<file path="config.mk">
export PLATFORM = sky130hd
export DESIGN_NAME = mem_access_ctrl
export DESIGN_NICKNAME = d
export VERILOG_FILES = /design/src/rtl/mem_pkg.sv /design/src/rtl/mem_align_chk.sv /design/src/rtl/mem_access_ctrl.sv
export SDC_FILE = /design/constraint.sdc
export NUM_CORES = 1
export LEC_CHECK = 0
export CORE_UTILIZATION = 46
export CTS_BUF_LIST = sky130_fd_sc_hd__clkbuf_4
export DETAILED_ROUTE_END_ITERATION = 12
export PLACE_DENSITY = 0.87
export SLEW_MARGIN = 15
export SYNTH_ARGS = -nofsm -noshare
export SYNTH_HDL_FRONTEND = slang
export SYNTH_SLANG_ARGS = --single-unit
</file>
<file path="constraint.sdc">
create_clock -name clk -period 5.4 [get_ports clk]
set_input_delay 1.62 -clock clk [delete_from_list [all_inputs] [get_ports clk]]
set_output_delay 1.62 -clock clk [all_outputs]
set_load 0.01 [all_outputs]
</file>
<file path="src/rtl/mem_pkg.sv">
// Shared types and constants for the RAM access controller.
package mem_pkg;

    localparam logic [1:0] MS_BYTE = 2'b00;
    localparam logic [1:0] MS_HALF = 2'b01;
    localparam logic [1:0] MS_WORD = 2'b10;
    localparam int         MS_SIGN = 2;

    localparam int DEF_TIMEOUT = 16;

    typedef enum logic [1:0] {
        IDLE     = 2'd0,
        WAIT_MOC = 2'd1,
        RELEASE  = 2'd2,
        FAULT    = 2'd3
    } state_t;

    typedef enum logic {
        GNT_IF = 1'b0,
        GNT_D  = 1'b1
    } grant_t;

endpackage

</file>
<file path="src/rtl/mem_align_chk.sv">
// Alignment check for one RAM access: size code against the low address bits.
module mem_align_chk
    import mem_pkg::*;
(
    input  logic [1:0] size,
    input  logic [1:0] addr,
    output logic       misaligned
);

    always_comb begin
        misaligned = 1'b1;
        case (size)
            MS_BYTE: misaligned = 1'b0;
            MS_HALF: misaligned = addr[0];
            MS_WORD: misaligned = (addr != 2'b00);
            default: misaligned = 1'b1;
        endcase
    end

endmodule

</file>
<file path="src/rtl/mem_access_ctrl.sv">
// RAM access controller: IF/D arbitration, MOV/MOC handshake, alignment and timeout.
// Define MEM_ACCESS_CTRL_RR_EN for round-robin arbitration instead of fixed D>IF.
module mem_access_ctrl
    import mem_pkg::*;
#(
    parameter int AW      = 32,
    parameter int DW      = 32,
    parameter int TIMEOUT = DEF_TIMEOUT
) (
    input  logic          clk,
    input  logic          reset,
    input  logic          if_req,
    input  logic [AW-1:0] if_addr,
    output logic          if_done,
    output logic [DW-1:0] if_rdata,
    output logic          if_err,
    input  logic          d_req,
    input  logic          d_rw,
    input  logic [2:0]    d_size,
    input  logic [AW-1:0] d_addr,
    input  logic [DW-1:0] d_wdata,
    output logic          d_done,
    output logic [DW-1:0] d_rdata,
    output logic          d_err,
    output logic          mem_mov,
    output logic          mem_rw,
    output logic [2:0]    mem_ms,
    output logic [AW-1:0] mem_addr,
    output logic [DW-1:0] mem_din,
    output logic          mem_mocoff,
    input  logic          mem_moc,
    input  logic [DW-1:0] mem_dout
);

    localparam logic [7:0] TO_LAST = 8'(TIMEOUT - 1);

    state_t        state, state_n;
    grant_t        gnt, gnt_n;
    logic [7:0]    cnt, cnt_n;
    logic          mov_n, rw_n, mocoff_n;
    logic [2:0]    ms_n;
    logic [AW-1:0] addr_n;
    logic [DW-1:0] din_n, if_rdata_n, d_rdata_n;
    logic          if_done_n, if_err_n, d_done_n, d_err_n;

    logic          issue, sel_d, misaligned;
    logic [2:0]    sel_size;
    logic [AW-1:0] sel_addr;
    logic          fin, fin_err, fin_load, fin_zero;

    assign issue = (d_req || if_req) && !mem_moc;

`ifdef MEM_ACCESS_CTRL_RR_EN
    grant_t last_grant;

    assign sel_d = d_req && (!if_req || last_grant == GNT_IF);

    // Only contested grants move the pointer; a lone requester does not.
    always_ff @(posedge clk) begin
        if (reset)
            last_grant <= GNT_IF;
        else if (state == IDLE && issue && d_req && if_req)
            last_grant <= sel_d ? GNT_D : GNT_IF;
    end
`else
    assign sel_d = d_req;
`endif

    assign sel_size = sel_d ? d_size : {1'b0, MS_WORD};
    assign sel_addr = sel_d ? d_addr : if_addr;

    mem_align_chk u_align (
        .size       (sel_size[1:0]),
        .addr       (sel_addr[1:0]),
        .misaligned (misaligned)
    );

    always_comb begin
        state_n    = state;
        gnt_n      = gnt;
        cnt_n      = cnt;
        mov_n      = mem_mov;
        rw_n       = mem_rw;
        ms_n       = mem_ms;
        addr_n     = mem_addr;
        din_n      = mem_din;
        mocoff_n   = 1'b0;
        if_rdata_n = if_rdata;
        d_rdata_n  = d_rdata;
        if_done_n  = 1'b0;
        if_err_n   = 1'b0;
        d_done_n   = 1'b0;
        d_err_n    = 1'b0;
        fin        = 1'b0;
        fin_err    = 1'b0;
        fin_load   = 1'b0;
        fin_zero   = 1'b0;

        case (state)
            IDLE: begin
                if (issue) begin
                    gnt_n = sel_d ? GNT_D : GNT_IF;
                    if (misaligned) begin
                        state_n = FAULT;
                    end else begin
                        mov_n   = 1'b1;
                        rw_n    = sel_d ? d_rw : 1'b1;
                        ms_n    = sel_size;
                        addr_n  = sel_addr;
                        din_n   = sel_d ? d_wdata : '0;
                        cnt_n   = 8'd0;
                        state_n = WAIT_MOC;
                    end
                end
            end
            WAIT_MOC: begin
                if (mem_moc) begin
                    mov_n    = 1'b0;
                    mocoff_n = 1'b1;
                    fin      = 1'b1;
                    fin_load = mem_rw;
                    state_n  = RELEASE;
                end else if (cnt == TO_LAST) begin
                    mov_n    = 1'b0;
                    mocoff_n = 1'b1;
                    fin      = 1'b1;
                    fin_err  = 1'b1;
                    state_n  = RELEASE;
                end else begin
                    cnt_n = cnt + 8'd1;
                end
            end
            RELEASE: state_n = IDLE;
            FAULT: begin
                fin      = 1'b1;
                fin_err  = 1'b1;
                fin_zero = 1'b1;
                state_n  = IDLE;
            end
            default: state_n = IDLE;
        endcase

        if (fin) begin
            if (gnt == GNT_D) begin
                d_done_n = 1'b1;
                d_err_n  = fin_err;
                if (fin_load) d_rdata_n = mem_dout;
                if (fin_zero) d_rdata_n = '0;
            end else begin
                if_done_n = 1'b1;
                if_err_n  = fin_err;
                if (fin_load) if_rdata_n = mem_dout;
                if (fin_zero) if_rdata_n = '0;
            end
        end
    end

    always_ff @(posedge clk) begin
        if (reset) begin
            state      <= IDLE;
            gnt        <= GNT_IF;
            cnt        <= 8'd0;
            mem_mov    <= 1'b0;
            mem_rw     <= 1'b0;
            mem_ms     <= 3'b000;
            mem_addr   <= '0;
            mem_din    <= '0;
            mem_mocoff <= 1'b1;
            if_rdata   <= '0;
            d_rdata    <= '0;
            if_done    <= 1'b0;
            if_err     <= 1'b0;
            d_done     <= 1'b0;
            d_err      <= 1'b0;
        end else begin
            state      <= state_n;
            gnt        <= gnt_n;
            cnt        <= cnt_n;
            mem_mov    <= mov_n;
            mem_rw     <= rw_n;
            mem_ms     <= ms_n;
            mem_addr   <= addr_n;
            mem_din    <= din_n;
            mem_mocoff <= mocoff_n;
            if_rdata   <= if_rdata_n;
            d_rdata    <= d_rdata_n;
            if_done    <= if_done_n;
            if_err     <= if_err_n;
            d_done     <= d_done_n;
            d_err      <= d_err_n;
        end
    end

endmodule
</file>
==> impl_metrics.yaml <==
clock_network:
  cts.reportedPaths.clkPinSlew_ps: 110
  tritoncts_clock_tree: "built"
  clock_tree.htree_level_count: 4
  cts-hold-fix-buffers: 0
  cts_setup_buffers: 0
  ctsResizeCount: 0
  clock_sinks: 149
  num_cts_buffers: 17
  root_buffer: "sky130_fd_sc_hd__clkbuf_4"
  clock_latency_ps: 530
  clock_tree.buffer_depth: 2
sta:
  clock-skew-final_ps: 10.2
  tightestPinTransition_ps: 989
  period_minus_slack_ps: 3480
  final-hold-violation-count: 0
  max_freq_mhz: 287
  slew_viol_final: 0
  holdWs_ps: 459
  max_slew_margin: 0.339
  setup_viol: 0
  setup_repair_after_global_routing_missed_its_margin: "no"
  setup_tns_ps: 0
  post-route-period-util: 0.645
placed_design:
  post-place-cells: 1085
  detailedPlacementHpwl_mm: 12.8
  place.port_buffers: 274
  place_congestion: 0.834
global_routing:
  first_pass_grt_wire_length_mm: 28.9
  global_route.usage.met1: 0.320
  number_of_antenna_violations_at_the_first_check_in_global_routing: 2
  grt_max_degree: 81
  globalRouteMet3Util: 0.0783
  via_count_of_the_first_global_routing_pass: 5795
  globalRoute.busiestLayer: "met2"
  globalRoute.totalOverflow: 0
  track_usage: 0.274
  grt_util_met2: 0.450
worst_setup_path:
  worst-path-max-fanout: 40
  cp_cell_sequence: "clkdlybuf4s50_1, o21ai_1, a311oi_4, buf_4, nor2_4, a211oi_1"
  register_to_register_path_depth: 5
  max_stage_delay_ps: 810
  worstSetupPathType: "in2reg"
  rr_endpoint: "mem_addr[17]$_SDFFE_PP0P_"
  timing.critical_path.to_type: "flop"
  critical_path_s_top_delay_family: "simple AND/OR/NAND/NOR gates"
  critPathBufInv: 2
  critical_path.reg2reg.startpoint: "state[0]$_SDFFE_PP0P_"
  worstSetupStartpointType: "primary input"
  ff2ff_setup_slack_ps: 3150
  critical_path_arrival_ps: 3840
  crit_path_top_delay_cell: "sky130_fd_sc_hd__nor2_4"
  cp-endpoint: "mem_addr[17]$_SDFFE_PP0P_"
  crit_cells: 6
  timing.critical_path.required_ps: 5760
  critical_path.startpoint: "d_addr[0]"
yosys:
  yosys_reg_bits: 149
  mappedNetlistArea_sq_mm: 0.00609
  ys.flop_type: "sky130_fd_sc_hd__dfxtp_1"
  synth_fa_ha_area_frac: 0.00205
  syn_inst: 701
  syn_nets: 839
  synth.area.mux_share: 0.0542
  synth-async-reset-ratio: 0
  synth_cell_types: 50
  area_fraction_in_compound_gates_after_synthesis: 0.213
  seq_total_area_yosys: 0.490
  synth_edf_count: 0
  main_combinational_cell_family_by_area_after_synthesis: "compound AO/OA/AOI/OAI gates"
  post_synth_xor_area_fraction: 0.00288
  synthesis.area_per_instance_sq_um: 8.69
  ys.warnings.count: 0
  synth-simple-area-share: 0.176
pwr:
  share_comb_of_total_power: 0.173
  p_sw_w: 0.000553
  ir_drop_mv: 0.137
  cell_internal_pwr_w: 0.00150
  totalPowerFinal_w: 0.00205
  share_clk_of_total_power: 0.265
  power.switching_fraction: 0.270
  leak_nw: 3.03
  cellPowerDensity_mw_per_mm2: 228
  seqPwrFrac: 0.562
finish:
  finish.utilization: 0.705
  layout-drive-gt1-share: 0.0616
  final_cell_count_no_fill: 1116
  layout-area-overhead-vs-synth_pct: 47.8
  nNetsFinal: 1070
  most-common-layout-cells: "sky130_fd_sc_hd__clkdlybuf4s50_1 (272), sky130_fd_sc_hd__dfxtp_1 (149), sky130_fd_sc_hd__a21oi_1 (138)"
  nFillCells: 1029
  layout.cells.most_common: "sky130_fd_sc_hd__clkdlybuf4s50_1"
flow_run:
  cap_violations: 0
die:
  initial_core_util: 0.477
  fp.dieH_microns: 117
  pin_count: 275
  die_width_microns: 117
  floorplan.core_area_sq_mm: 0.0128
  fp-row-count: 41
  die_footprint_sq_mm: 0.0137
routing:
  remaining_drc_errors: 0
  drt_wl_total_mm: 18.5
  dr_total_vias: 6135
  postRouteAntennaNets: 0
  initial_drt_pass_iterations: 4
  wl_per_cell_microns: 16.5
  drtIter0Drc: 558
  vias_per_cell: 5.50
hold_path:
  worst_hold_path_type: "reg2reg"
run_status:
  run_status: "finished clean"
## registers in the layout, summed over array words and instances (netlist names), 2 cells and up
name      cells
mem_din      32
mem_ms        3
if_rdata     32
cnt           8
state         2
d_rdata      32
mem_addr     32
## cells by family (layout without fill, tap and decap cells)
family,Yosys count,after routing
AO/OA/AOI/OAI,227,227
AND/OR/NAND/NOR,210,210
flip-flops,149,149
buffers and inverters,79,320
multiplexers,33,33
XOR/XNOR,2,2
adder cells (fa/ha/maj),1,1
other,0,2
## layout make-up
cell class / count / area [sq um] / area share
inverter: 5 / 18.8 / 0.00209
clock buffer: 20 / 150 / 0.0167
tap: 172 / 215 / 0.0239
sequential: 149 / 2980 / 0.331
timing repair buffer: 286 / 2830 / 0.314
multi-input combinational: 473 / 2760 / 0.307
clock inverter: 9 / 41.3 / 0.00459
antenna: 2 / 5.00 / 0.000556
## how the worst min path moves through the flow
stage                                   start                        end  slack [ps]  depth (start not counted)
CTS                   d_rdata[8]$_SDFFE_PP0P_    d_rdata[8]$_SDFFE_PP0P_         460                          2
finish               if_rdata[4]$_SDFFE_PP0P_   if_rdata[4]$_SDFFE_PP0P_         460                          2
detailed placement    d_rdata[8]$_SDFFE_PP0P_    d_rdata[8]$_SDFFE_PP0P_         450                          2
global placement     if_rdata[5]$_SDFFE_PP0P_   if_rdata[5]$_SDFFE_PP0P_         440                          2
floorplan                 cnt[0]$_SDFFE_PP0P_        cnt[0]$_SDFFE_PP0P_         470                          2
global route        if_rdata[17]$_SDFFE_PP0P_  if_rdata[17]$_SDFFE_PP0P_         480                          2
## power by group through the flow
stage / logic, W / registers (W) / clock network [W]
detailed placement: 0.000355 / 0.00117 / 0
global placement: 0.000350 / 0.00117 / 0
CTS: 0.000356 / 0.00115 / 0.000555
global route: 0.000382 / 0.00116 / 0.000604
finish: 0.000355 / 0.00115 / 0.000542
floorplan: 0.000149 / 0.00118 / 0
## per-layer routing
metal / up-vias / part of all wire
met5: - / 0
li1: 3003 / -
met1: 2835 / 0.40
met4: 0 / 0.038
met3: 51 / 0.065
met2: 246 / 0.50
## stage by stage
stage | cell area (sq um) | setup WS [ps]
final | 9000 | 1920
after detailed placement | 8800 | 1420
after CTS | 8990 | 2010
after floorplan | 6090 | 2530
after global routing | 9000 | 1850
after global placement | 8800 | 1460
## synth_stat cells (3+ instances only)
master                     count  area share
sky130_fd_sc_hd__clkbuf_8      3      0.0068
sky130_fd_sc_hd__inv_1         5      0.0031
sky130_fd_sc_hd__nand3_1      69       0.057
sky130_fd_sc_hd__nand2_1      72       0.044
sky130_fd_sc_hd__buf_2        24       0.020
sky130_fd_sc_hd__nand4_1      36       0.037
sky130_fd_sc_hd__clkbuf_1     41       0.025
sky130_fd_sc_hd__nor3_1        4      0.0033
sky130_fd_sc_hd__buf_4         3      0.0037
sky130_fd_sc_hd__dfxtp_1     149        0.49
sky130_fd_sc_hd__nor2_1       10      0.0062
sky130_fd_sc_hd__o21ai_0      38       0.031
sky130_fd_sc_hd__mux2i_1      33       0.054
sky130_fd_sc_hd__a21oi_1     138        0.11
sky130_fd_sc_hd__a211oi_1     33       0.041
## worst reg2reg max path: stages (launching register included)
cell	delay (ps)
sky130_fd_sc_hd__dfxtp_1	460
sky130_fd_sc_hd__nor3_2	330
sky130_fd_sc_hd__o21a_2	660
sky130_fd_sc_hd__buf_4	350
sky130_fd_sc_hd__a21oi_1	100
sky130_fd_sc_hd__a211oi_1	260
Note: power is estimated with default switching activity, not from simulation.
